**src/rtl/uart_rx_fifo.sv**
```systemverilog
// Receive-side FWFT byte FIFO between the UART receiver and the bus; reports level/overflow.
// Optional idle-timeout flag enabled by defining UART_RX_FIFO_TIMEOUT_EN.
module uart_rx_fifo #(
  parameter int unsigned DEPTH          = 16,
  parameter int unsigned ALMOST_FULL    = 12,
  parameter int unsigned TIMEOUT_CYCLES = 800
) (
  input  logic                     i_clk,
  input  logic                     i_rst_n,
  input  logic [7:0]               i_wr_data,
  input  logic                     i_wr_valid,
  output logic [7:0]               o_rd_data,
  output logic                     o_rd_valid,
  input  logic                     i_rd_ready,
  output logic [$clog2(DEPTH):0]   o_count,
  output logic                     o_empty,
  output logic                     o_full,
  output logic                     o_almost_full,
  output logic                     o_overflow,
  input  logic                     i_clr_overflow,
  output logic                     o_timeout
);

  localparam int unsigned PW = $clog2(DEPTH) + 1;
  localparam int unsigned AW = PW - 1;

  if ((DEPTH < 2) || ((DEPTH & (DEPTH - 1)) != 0)) begin : g_bad_depth
    $error("uart_rx_fifo: DEPTH must be a power of 2 and at least 2");
  end
  if ((ALMOST_FULL < 1) || (ALMOST_FULL > DEPTH)) begin : g_bad_almost_full
    $error("uart_rx_fifo: ALMOST_FULL must be in 1..DEPTH");
  end
  if (TIMEOUT_CYCLES < 1) begin : g_bad_timeout
    $error("uart_rx_fifo: TIMEOUT_CYCLES must be at least 1");
  end

  logic [7:0]    r_mem [DEPTH];
  logic [PW-1:0] r_wr_ptr;
  logic [PW-1:0] r_rd_ptr;
  logic [PW-1:0] r_count;
  logic [PW-1:0] w_count_d;
  logic          r_rd_valid;
  logic          r_empty;
  logic          r_full;
  logic          r_almost_full;
  logic          r_overflow;
  logic          w_pop;
  logic          w_wr_en;
  logic          w_drop;

  assign w_pop   = r_rd_valid & i_rd_ready;
  // A pop in the same cycle frees the slot, so a full FIFO can still accept.
  assign w_wr_en = i_wr_valid & (~r_full | w_pop);
  assign w_drop  = i_wr_valid & r_full & ~w_pop;

  always_comb begin
    w_count_d = r_count;
    case ({w_wr_en, w_pop})
      2'b10:   w_count_d = r_count + PW'(1);
      2'b01:   w_count_d = r_count - PW'(1);
      default: w_count_d = r_count;
    endcase
  end

  always_ff @(posedge i_clk or negedge i_rst_n) begin
    if (!i_rst_n) begin
      r_wr_ptr      <= '0;
      r_rd_ptr      <= '0;
      r_count       <= '0;
      r_rd_valid    <= 1'b0;
      r_empty       <= 1'b1;
      r_full        <= 1'b0;
      r_almost_full <= 1'b0;
      r_overflow    <= 1'b0;
    end else begin
      if (w_wr_en) r_wr_ptr <= r_wr_ptr + PW'(1);
      if (w_pop)   r_rd_ptr <= r_rd_ptr + PW'(1);
      r_count       <= w_count_d;
      r_rd_valid    <= (w_count_d != '0);
      r_empty       <= (w_count_d == '0);
      r_full        <= (w_count_d == PW'(DEPTH));
      r_almost_full <= (w_count_d >= PW'(ALMOST_FULL));
      // Set has priority over clear.
      r_overflow    <= w_drop | (r_overflow & ~i_clr_overflow);
    end
  end

  always_ff @(posedge i_clk) begin
    if (w_wr_en) r_mem[r_wr_ptr[AW-1:0]] <= i_wr_data;
  end

  // Gate stale memory so the byte output reads zero while empty.
  assign o_rd_data     = r_rd_valid ? r_mem[r_rd_ptr[AW-1:0]] : 8'h00;
  assign o_rd_valid    = r_rd_valid;
  assign o_count       = r_count;
  assign o_empty       = r_empty;
  assign o_full        = r_full;
  assign o_almost_full = r_almost_full;
  assign o_overflow    = r_overflow;

`ifdef UART_RX_FIFO_TIMEOUT_EN
  localparam int unsigned IW = $clog2(TIMEOUT_CYCLES + 1);

  logic [IW-1:0] r_idle;
  logic [IW-1:0] w_idle_d;
  logic          r_timeout;
  logic          w_timeout_d;

  // Any FIFO activity or an empty FIFO restarts the idle count.
  always_comb begin
    w_idle_d = r_idle;
    if (w_wr_en || w_pop || (w_count_d == '0)) begin
      w_idle_d = '0;
    end else if (r_idle != IW'(TIMEOUT_CYCLES)) begin
      w_idle_d = r_idle + IW'(1);
    end
    w_timeout_d = (w_idle_d == IW'(TIMEOUT_CYCLES)) && (w_count_d != '0);
  end

  always_ff @(posedge i_clk or negedge i_rst_n) begin
    if (!i_rst_n) begin
      r_idle    <= '0;
      r_timeout <= 1'b0;
    end else begin
      r_idle    <= w_idle_d;
      r_timeout <= w_timeout_d;
    end
  end

  assign o_timeout = r_timeout;
`else
  assign o_timeout = 1'b0;
`endif

endmodule

```
**config.mk**
```make
export PLATFORM = sky130hd
export DESIGN_NAME = uart_rx_fifo
export DESIGN_NICKNAME = d
export VERILOG_FILES = /design/src/rtl/uart_rx_fifo.sv
export SDC_FILE = /design/constraint.sdc
export NUM_CORES = 1
export LEC_CHECK = 0
export CORE_MARGIN = 5
export CORE_UTILIZATION = 45
export CTS_BUF_LIST = sky130_fd_sc_hd__clkbuf_4 sky130_fd_sc_hd__clkbuf_8 sky130_fd_sc_hd__clkbuf_16
export DETAILED_ROUTE_END_ITERATION = 8
export SLEW_MARGIN = 20
export SYNTH_ARGS = -nofsm -noshare
export SYNTH_HDL_FRONTEND = slang
export SYNTH_SLANG_ARGS = --single-unit
```
**constraint.sdc**
```tcl
create_clock -name i_clk -period 5.2 [get_ports i_clk]
set_input_delay 0.78 -clock i_clk [delete_from_list [all_inputs] [get_ports i_clk]]
set_output_delay 0.78 -clock i_clk [all_outputs]
set_load 0.01 [all_outputs]
```
-- Yosys cells after proc, flatten, opt, wreduce, memory -nomap -nowiden
Memories as Yosys holds them, arrays and structs flattened.
Cells that the tools add are included.
- memory bits (writable): 128
- output and inout bits: 19
- bits in registers: 20
- logic and storage cells: 33
- ROM bits: 0
- memories: 1
- bits of input ports: 13
- bits in latches: 0
- memories (name ; words ; width ; read ports ; clocked after memory_dff ; write ports ; RTL line ; text):
    r_mem ; 16 ; 8 ; 1 ; 0 ; 1 ; 37 ; logic [7:0] r_mem [DEPTH];
- $add $sub $neg: 4
- magnitude comparators: 1
- multiply operators: 0
- divide/modulo/power cells: 0
- shifts and indexed selects: 0
- bitwise logic cells: 10
- multiplexer cells: 4
- equality and inequality tests: 3
- reduce and logical (&&, ||, !) cells: 2
- operators with widths (operator ; count):
    5-bit by 1-bit adder with 5-bit output (second input constant) ; 3
    5-bit one-hot mux with 2 select lines ; 1
    8-bit two-way mux ; 1
    1-bit bitwise AND ; 5
    5-bit == test (second input constant) ; 1
    5-bit by 4-bit >= comparator with 1-bit output (second input constant) ; 1
    5-bit zero test ; 1
    5-bit nonzero test ; 1
    5-bit by 1-bit subtractor with 5-bit output (second input constant) ; 1
    1-bit inverter ; 3
    2-bit by 1-bit == test with 1-bit output (second input constant) ; 1
    2-bit == test (second input constant) ; 1
    1-bit two-way mux ; 2
    1-bit OR ; 2

-- Depth between registers and ports, before layout
Gate-level depths: netlist (run 1).
- depth in word-level cells: 6
- mapped depth: 12
- gate-level depth less buffers: 11

-- Worst setup path before layout (run 1)
Ideal clock, no wire load.
- path type: in2reg
- from: input i_rd_ready
- to: register r_rd_valid, in the netlist o_rd_valid
- arrival time: 3.188 ns
- data required time: 5.073 ns
- setup slack: 1.885 ns
- path buffers: 1
- stages: 12
- setup time: 0.127 ns
- cells stage by stage: nand2_1 > a21boi_1 > inv_1 > ha_1 > buf_2 > xor2_1 > ha_1 > a21oi_1 > mux2i_1 > xor2_1 > o311ai_0 > or2_2
- longest elaborated chain between the ends: 6
- elaborated cells on any way between the ends: 7
- classes of those cells: eq/ne (2); mux (1); bitwise (3); reduce/logical (1)
- ends and longest elaborated chain (what ; RTL line ; text):
    start: declaration ; 14 ; input logic i_rd_ready,
    1-bit bitwise AND * ; 51 ; assign w_pop = r_rd_valid & i_rd_ready;
    1-bit OR ; 53 ; assign w_wr_en = i_wr_valid & (~r_full | w_pop);
    1-bit bitwise AND ; 53 ;
    2-bit by 1-bit == test with 1-bit output or 2-bit == test (tied branches) ; 58 ; case ({w_wr_en, w_pop})
    5-bit one-hot mux with 2 select lines * ; 58 ;
    5-bit nonzero test * ; 79 ; r_rd_valid <= (w_count_d != '0);
    end signal: assignment ; 79 ;
    end: declaration ; 42 ; logic r_rd_valid;
Mark *: on every way between the ends. The rest lies on a longest branch, timed or not.
A chain may end at the register's enable or synchronous reset.

-- Worst setup path after layout (run 1)
- from: register r_rd_ptr[0]
- to: output o_rd_data[2]
- longest elaborated chain between the ends: 2
- ends and longest elaborated chain (what ; RTL line ; text):
    start: declaration ; 39 ; logic [PW-1:0] r_rd_ptr;
    start signal: assignment ; 77 ; if (w_pop) r_rd_ptr <= r_rd_ptr + PW'(1);
    memory 16 x 8 bit ; n/a ;
    8-bit two-way mux ; 93 ; assign o_rd_data = r_rd_valid ? r_mem[r_rd_ptr[AW-1:0]] : 8'h00;
    end: declaration ; 12 ; output logic [7:0] o_rd_data,
No other way between the ends.

==> impl.org, run 1 <==
** Run status
- The flow ran to the end, and the final reports show no timing, DRC or antenna violations.

** Floorplan
- Initial core utilization :: 45.86%
- Pin placement for this block handled 32 I/O pins.
- Number of core rows :: 42
- Area enclosed by the die boundary :: 15860 sq um
- Core area :: 13190 sq um
- The floorplan step set the die height to 125.9 um.
- The die is 125.9 um wide.

** Timing
- Setup violations remaining at the end of the flow were counted as 0.
- Post-Route Setup TNS :: 0 ps
- Max-slew headroom :: 25.06%
- Worst Tran Pin Value :: 1120 ps
- Across the routed clock network, the largest skew measured is 5.834 ps.
- Static timing analysis puts the maximum clock frequency at roughly 240 MHz.
- The worst path in the final design needs a cycle of approximately 4100 ps, including I/O delays and setup.
- Setup repair after global routing missed its margin :: no
- Max Slew Vio Count :: 0
- Final Hold Viols :: 0
- Hold slack :: 540.9 ps
- Share of the clock period used by the worst path :: between 70% and 80%

** Clock network
- H-Tree Depth :: 4
- In this run the deepest clock path goes through 2 buffers.
- Setup fix buffers added after clock tree synthesis :: 0
- Hold repair after CTS inserted 0 buffers.
- TritonCTS built the clock tree.
- Clock-pin slew was measured on the worst setup and hold paths at 60 ps.
- Clock tree synthesis inserted a total of 17 buffers.
- Once the clock tree was built, the resizer swapped 0 gates to a different size.
- Clock tree root buffer cell :: sky130_fd_sc_hd__clkbuf_16
- Clock sinks :: 146
- The clock reaches the later pin of the worst-skew pair after around 410 ps.

** Worst setup path
- The worst setup path is launched from a flop.
- The worst register-to-register path begins at o_rd_valid$_DFF_PN0_.
- Worst reg2reg path endpoint :: o_rd_valid$_DFF_PN0_
- The worst register-to-register path has a setup slack of 1600 ps.
- Cell family with most CP delay :: multiplexers
- Logic depth of the worst register-to-register path :: 11
- The worst setup path is of the flop to primary output kind.
- Largest stage delay, worst path :: ~870 ps
- For the worst setup path, the data required time is 4420 ps.
- Arrival @ worst endpoint :: 3320 ps
- The slowest stage of the critical path is the sky130_fd_sc_hd__dfrtp_2 cell.
- Setup crit end kind :: primary output
- Largest fanout on the critical path :: 25
- Sequence of cells on the critical path :: buf_4 > mux4_1 > mux4_2 > and2_1 > clkdlybuf4s50_1
- CP bufs+invs :: 2

** Detailed routing
- After the first detailed-routing iteration, the DRC count stood at 250.
- Average wire length per cell after detail routing :: approximately 22 um
- For this block, wires on met1 add up to 5310 um.
- The highest metal layer carrying signal wires in the routed design is met4.
- For this block, the routed nets add up to approximately 12000 um of wire.
- Detailed-routed wire length on met3 :: 485 um
- Wire segments on met2 add up to 5850 um in the final route.
- First-pass iteration count of the detailed router :: 4
- The detailed router placed 2898 vias in this run.
- Via-per-instance ratio :: 5.489
- In the routed design, unresolved DRC markers number 0.
- The detail route stage leaves a number of antenna-violating nets equal to 0.

** Cells and area
- For this run, the post-layout net count is 360.
- Area growth from synthesis to layout :: 18.10%
- 0 antenna diodes ended up in the layout.
- Layout cells sized above 1 :: a little under a fifth

** Synth
- The synthesized design contains 146 register bits.
- Dominant cell by count in the synthesized netlist :: sky130_fd_sc_hd__edfxtp_1
- Synth Cell Area :: 6050 sq um
- Synth top area share :: 63.54%
- Leading register cell type out of synthesis :: sky130_fd_sc_hd__edfxtp_1
- EDFF count, synth :: roughly 130
- Async set-or-reset flop fraction in the synthesized netlist :: 12.33%
- The largest total area in the synthesized netlist belongs to sky130_fd_sc_hd__edfxtp_1.
- After synthesis, the netlist uses 44 different library cells.
- Top cells by area in the synthesized netlist :: sky130_fd_sc_hd__edfxtp_1 (64%), sky130_fd_sc_hd__mux4_1 (9.1%), sky130_fd_sc_hd__mux4_2 (7.1%)
- Share of synthesized area occupied by flip-flops and latches :: a little under three quarters
- Commonest cells in the netlist :: sky130_fd_sc_hd__edfxtp_1 (128), sky130_fd_sc_hd__mux4_1 (21), sky130_fd_sc_hd__mux4_2 (19)
- Counting every instance in the synthesized netlist gives 302.
- Syn Area/Cell :: 20.03 sq um
- Yosys printed 0 warnings.
- Post-synthesis net count :: 323

** Worst hold path
- The path with the worst hold slack has its endpoint at o_overflow$_DFF_PN0_.
- The worst hold path belongs to the class flop to flop.
- Worst hold path depth :: 2
- Startpoint of the most critical hold path :: o_full$_DFF_PN0_

** Global route
- In the global route stage, overall resource usage came out at 15.74%.
- The first global-routing pass estimated 18200 um of wire.
- Entering global routing, the biggest net connects 35 pins.
- Aggregate global routing overflow :: 0
- Initial antenna violation count :: 0
- The number of global-route vias before repair was 2957.

** Power and ir drop
- For this design the ratio of total power to cell area is 576.1 nW/um^2.
- Summed over all cells, the static leakage comes to about 0.0024 uW.
- VDD sags by at most 0.0002524 V.

** Placed design
- Detail Placement HPWL :: 7290 um
- Port Buffers :: 30
- At the end of routability-driven placement, the weighted congestion stood at 0.7519.

** Run
- Max-cap check violation count :: 0
report_power, final:
group / total, uW / switching [uW] / internal [uW]
Clock: 1340 / 463 / 876
Sequential: 1700 / 251 / 1440
Combinational: 1080 / 428 / 653
registers in the layout, summed over array words and instances (netlist names):
| signal | count |
|---|---|
| o_count | 5 |
| o_empty | 1 |
| r_mem | 128 |
| o_rd_valid | 1 |
| o_full | 1 |
| o_almost_full | 1 |
| r_rd_ptr | 4 |
| r_wr_ptr | 4 |
| o_overflow | 1 |
worst max-delay path by stage:
stage                             from                    to  slack [ps]  cells after the start
6_report       r_rd_ptr[0]$_DFFE_PN0P_          o_rd_data[2]        1100                      5
5_1_grt        r_rd_ptr[0]$_DFFE_PN0P_          o_rd_data[2]         960                      5
4_1_cts        r_rd_ptr[0]$_DFFE_PN0P_          o_rd_data[2]        1010                      5
3_5_place_dp                i_rd_ready  o_rd_valid$_DFF_PN0_        1110                     12
3_3_place_gp                i_rd_ready  o_rd_valid$_DFF_PN0_        1210                     12
2_1_floorplan               i_rd_ready  o_rd_valid$_DFF_PN0_        1890                     12
cells by family after synthesis:
logic type | Yosys count | share of synthesized area, %
flip-flops | 146 | 71.00
AND/OR/NAND/NOR | 50 | 4.385
multiplexers | 43 | 16.71
buffers and inverters | 25 | 2.627
AO/OA/AOI/OAI | 19 | 2.110
XOR/XNOR | 10 | 1.448
adder cells (fa/ha/maj) | 8 | 1.655
other | 1 | 0.06199
metrics by stage:
step / power [uW] / cells / setup WS (ps) / utilization (%) / cell area [sq um]
6_report: 4116 / 528 / 1103 / 54.16 / 7144
5_1_grt: 4306 / 528 / 958.7 / 54.16 / 7144
4_1_cts: 4175 / 528 / 1014 / 54.16 / 7144
3_5_place_dp: 2830 / 496 / 1107 / 49.17 / 6485
3_3_place_gp: 2818 / 496 / 1205 / 49.17 / 6485
2_1_floorplan: 2421 / 302 / 1885 / - / 6050
placed cells by master (no fill, tap or decap), drive strengths merged, types with 4 or more instances in the layout:
cell and instances:
nor2 14, a21oi 4, inv 8, dfrtp 17
xnor2 8, mux4 40, and2 8, edfxtp 128
clkbuf 20, nand2 8, ha 8, clkinvlp 5
nor3 4, clkdlybuf4s50 30, bufinv 5, o21ai 4
buf 6
area by class of cell:
cell class	instances	area, sq um
inverters	7	26.28
repair buffers	36	345.3
flip-flops and latches	146	4298
multi-input cells	131	1595
well taps	176	220.2
clock buffers	20	454.2
clock inverters	12	205.2
fillers	996	6046
routing by layer:
layer	track usage (%)	vias up
li1	-	1298
met1	21.33	1513
met2	24.66	74
met3	3.429	13
met4	7.066	0
met5	0	-
tightest hold or removal path, cell delays in order (launching register included):
cell                      delay [ps]
sky130_fd_sc_hd__dfrtp_1         370
sky130_fd_sc_hd__nand3_1          70
sky130_fd_sc_hd__o21ai_0          70
Note: power is estimated with default switching activity, not from simulation.
==> run 2, diff against run 1 <==
--- a/config.mk
+++ b/config.mk
@@ -9,6 +9,7 @@
 export CORE_UTILIZATION = 45
 export CTS_BUF_LIST = sky130_fd_sc_hd__clkbuf_4 sky130_fd_sc_hd__clkbuf_8 sky130_fd_sc_hd__clkbuf_16
 export DETAILED_ROUTE_END_ITERATION = 8
+export PLACE_DENSITY = 0.65
 export SLEW_MARGIN = 20
 export SYNTH_ARGS = -nofsm -noshare
 export SYNTH_HDL_FRONTEND = slang
==> constraint.sdc (replaced) <==
create_clock -name i_clk -period 3.7 [get_ports i_clk]
set_input_delay 0.555 -clock i_clk [delete_from_list [all_inputs] [get_ports i_clk]]
set_output_delay 0.555 -clock i_clk [all_outputs]
set_load 0.01 [all_outputs]
==> impl.org, run 2 (synthesized netlist as in run 1, its figures left out) <==
** Timing
- Max-slew headroom :: 40.66% (+16 points)
- # setup viols final :: 0 (unchanged)
- Post-Route Setup TNS :: 0 ps (unchanged)
- Derived from the worst setup path, the maximum achievable clock frequency is between 200 and 300 MHz.
- Final Hold Viols :: 0 (unchanged)
- The final setup skew was 6.871 ps (+1.037 ps).
- Worst Tran Pin Value :: 887.4 ps (-232.6 ps)
- Setup repair after global routing missed its margin :: no
- Of the available clock period, the critical path in the final layout requires 92.03%.
- Final critical-path required period :: between 3000 and 4000 ps
- The number of slew-limit violations in the final report was 0 (unchanged).

** Placed design
- The global placer's final weighted congestion was 0.7315 (-2.7%).
- The count of input and output buffers was 30 (unchanged).
- Detail Placement HPWL :: 6954 um (-4.6%)

** Worst setup path
- R2r startpoint :: o_rd_valid$_DFF_PN0_
- Setup crit end kind :: primary output
- Arrival @ worst endpoint :: 2850 ps (-470 ps)
- The highest fanout seen on the critical path came to 35 (+40%).
- In this run the critical register-to-register path is captured at o_rd_valid$_DFF_PN0_.
- Register-to-register path setup slack :: 770 ps (-830 ps)
- The worst setup path is launched from a flop.
- Crit Path Category :: flop to primary output
- Required time worst endpoint :: 3140 ps (-1280 ps)
- The worst reg2reg path depth came to 11 (unchanged).

** Global route
- Global-route wire length before repair :: 17530 um (-3.7%)
- Vias in the first global route :: 3044 (+2.9%)
- Initial antenna violation count :: 0 (unchanged)
- The pin count of the biggest net entering global routing was 36 (+2.9%).
- Combined global-route utilization of all metal layers :: 14.84% (-0.89 points)
- Aggregate global routing overflow :: 0 (unchanged)

** Floorplan
- The effective utilization at floorplan is 45.86% (unchanged).
- Horizontal die dimension :: 125.9 um (unchanged)
- The die area is 15860 sq um (unchanged).
- Height of the chip :: 125.9 um (unchanged)
- Number of core rows :: 42 (unchanged)
- The area of the core came to 13190 sq um (unchanged).
- The I/O pin count is 32 (unchanged).

** Clock network
- Clock tree root buffer cell :: sky130_fd_sc_hd__clkbuf_16
- Number of buffers inserted by hold repair at cts :: 0 (unchanged)
- Clock tree from TritonCTS :: yes
- The quantity of gates resized following cts came to 0 (unchanged).
- Max Buffers Root-to-Sink :: 2 (unchanged)
- The number of levels the H-tree was split into was 4 (unchanged).
- The number of sinks driven by the clock tree is 146 (unchanged).
- Worst skew pair latency :: 410 ps (about the same)
- Total CTS buffers :: 17 (unchanged)
- The post-CTS setup buffer count came to 0 (unchanged).
- The clock slew at the register clock pins of the worst setup and hold paths was 60 ps (about the same).

** Worst hold path
- Classification of the worst-slack hold path :: flop to flop
- In this run the most critical hold path is launched from o_overflow$_DFF_PN0_.
- Worst min-delay path endpoint :: o_overflow$_DFF_PN0_
- Worst hold path depth :: 2 (unchanged)

** Power and ir drop
- Static power due to leakage :: 0.002463 uW (+2.0%)
- Peak supply drop :: 0.0003209 V (+27%)
- The total power per unit cell area came to 788.8 nW/um^2 (+37%).
- The sum of internal, switching and leakage power came to 5669 uW (+38%).

** Detailed routing
- The post-route DRC violation count was 0 (unchanged).
- The routed via count divided by cell count is 5.380 (-2.0%).
- The detailed-router iteration count before antenna repair came to 4 (unchanged).
- Drt initial violations :: 229 (-8.4%)
- Average wire length per cell after detail routing :: 20.46 um (-8.7%)
- Final WL :: 10990 um (-7.1%)
- Total via count in the routed design :: 2889 (-0.31%)
- The post-route antenna net violation count came to 0 (unchanged).

** Cells and area
- The fraction of final layout cells sized beyond drive strength 1 came to 19.94% (+1.8 points).
- Area growth from synthesis to layout :: 18.80%
- The antenna diode count came to 0 (unchanged).
- The flip-flop count of the largest register, all copies and words added is 128 (unchanged).
- Leading cell types in the layout, fill and taps excluded :: sky130_fd_sc_hd__edfxtp_1 (128), sky130_fd_sc_hd__clkdlybuf4s50_1 (30), sky130_fd_sc_hd__mux4_1 (21)
- The number of nets in the layout came to 369 (+2.5%).
- Leaving out fill and tap cells, the most frequent cell in the layout is sky130_fd_sc_hd__edfxtp_1.

** Run status
- Status :: completed

** Run
- The number of violations of the max-capacitance limit is 0 (unchanged).
[run 2: cell count changes in the layout (fill, tap and decap cells not counted), sizes merged]
| cell | before | now |
|---|---|---|
| buf | 6 | 15 |
| clkbuf | 20 | 24 |
| bufinv | 5 | 3 |
| clkinvlp | 5 | 3 |
| clkinv | 1 | 2 |
| inv | 8 | 7 |
[run 2: worst max-delay path by stage]
stage,startpoint,endpoint,slack [ps],cells after the start
after detailed placement,i_rd_ready,o_rd_valid$_DFF_PN0_,400,12
after global placement,i_rd_ready,o_rd_valid$_DFF_PN0_,460,12
final,r_rd_ptr[0]$_DFFE_PN0P_,o_rd_data[5],290,5
after global routing,r_rd_ptr[0]$_DFFE_PN0P_,o_rd_data[5],170,5
after floorplan,i_rd_ready,o_rd_valid$_DFF_PN0_,610,12
after CTS,r_rd_ptr[0]$_DFFE_PN0P_,o_rd_data[5],270,5
[run 2: area by class of cell]
cell class / instances / area (sq um)
fillers: 1000 / 6003
flip-flops and latches: 146 / 4297
multi-input cells: 131 / 1595
clock buffers: 24 / 496.7
repair buffers: 45 / 425.4
well taps: 176 / 220.2
clock inverters: 8 / 126.4
inverters: 7 / 26.28
[run 2: power by group]
group          total, uW  switching, uW  internal [uW]
logic               1690            747            946
registers           2220            194           2030
clock network       1750            607           1140
total               5670           1550           4120
[run 2: metal layers]
metal	part of all wire (%)	wire length, um	track usage, %
met5	0	0	0
met4	1.4	150	5.110
met3	4.7	516	4.064
met2	50	5476	23.16
met1	44	4846	20.38
[run 2: through the flow]
step,std cells,cell area (sq um),setup slack (ps),utilization [%],hold slack (ps)
3_3_place_gp,505,6564,460.8,49.76,517.4
3_5_place_dp,505,6564,398.0,49.76,526.6
4_1_cts,537,7187,272.2,54.49,537.9
5_1_grt,537,7187,165.8,54.49,581.3
6_report,537,7187,294.7,54.49,533.8
2_1_floorplan,302,6050,610.2,-,259.4
[run 2: critical path, stage by stage (launching register included)]
cell and delay, ps:
sky130_fd_sc_hd__dfrtp_2 370, sky130_fd_sc_hd__buf_12 260, sky130_fd_sc_hd__mux4_1 660, sky130_fd_sc_hd__mux4_2 470, sky130_fd_sc_hd__and2_1 170, sky130_fd_sc_hd__clkdlybuf4s50_1 470
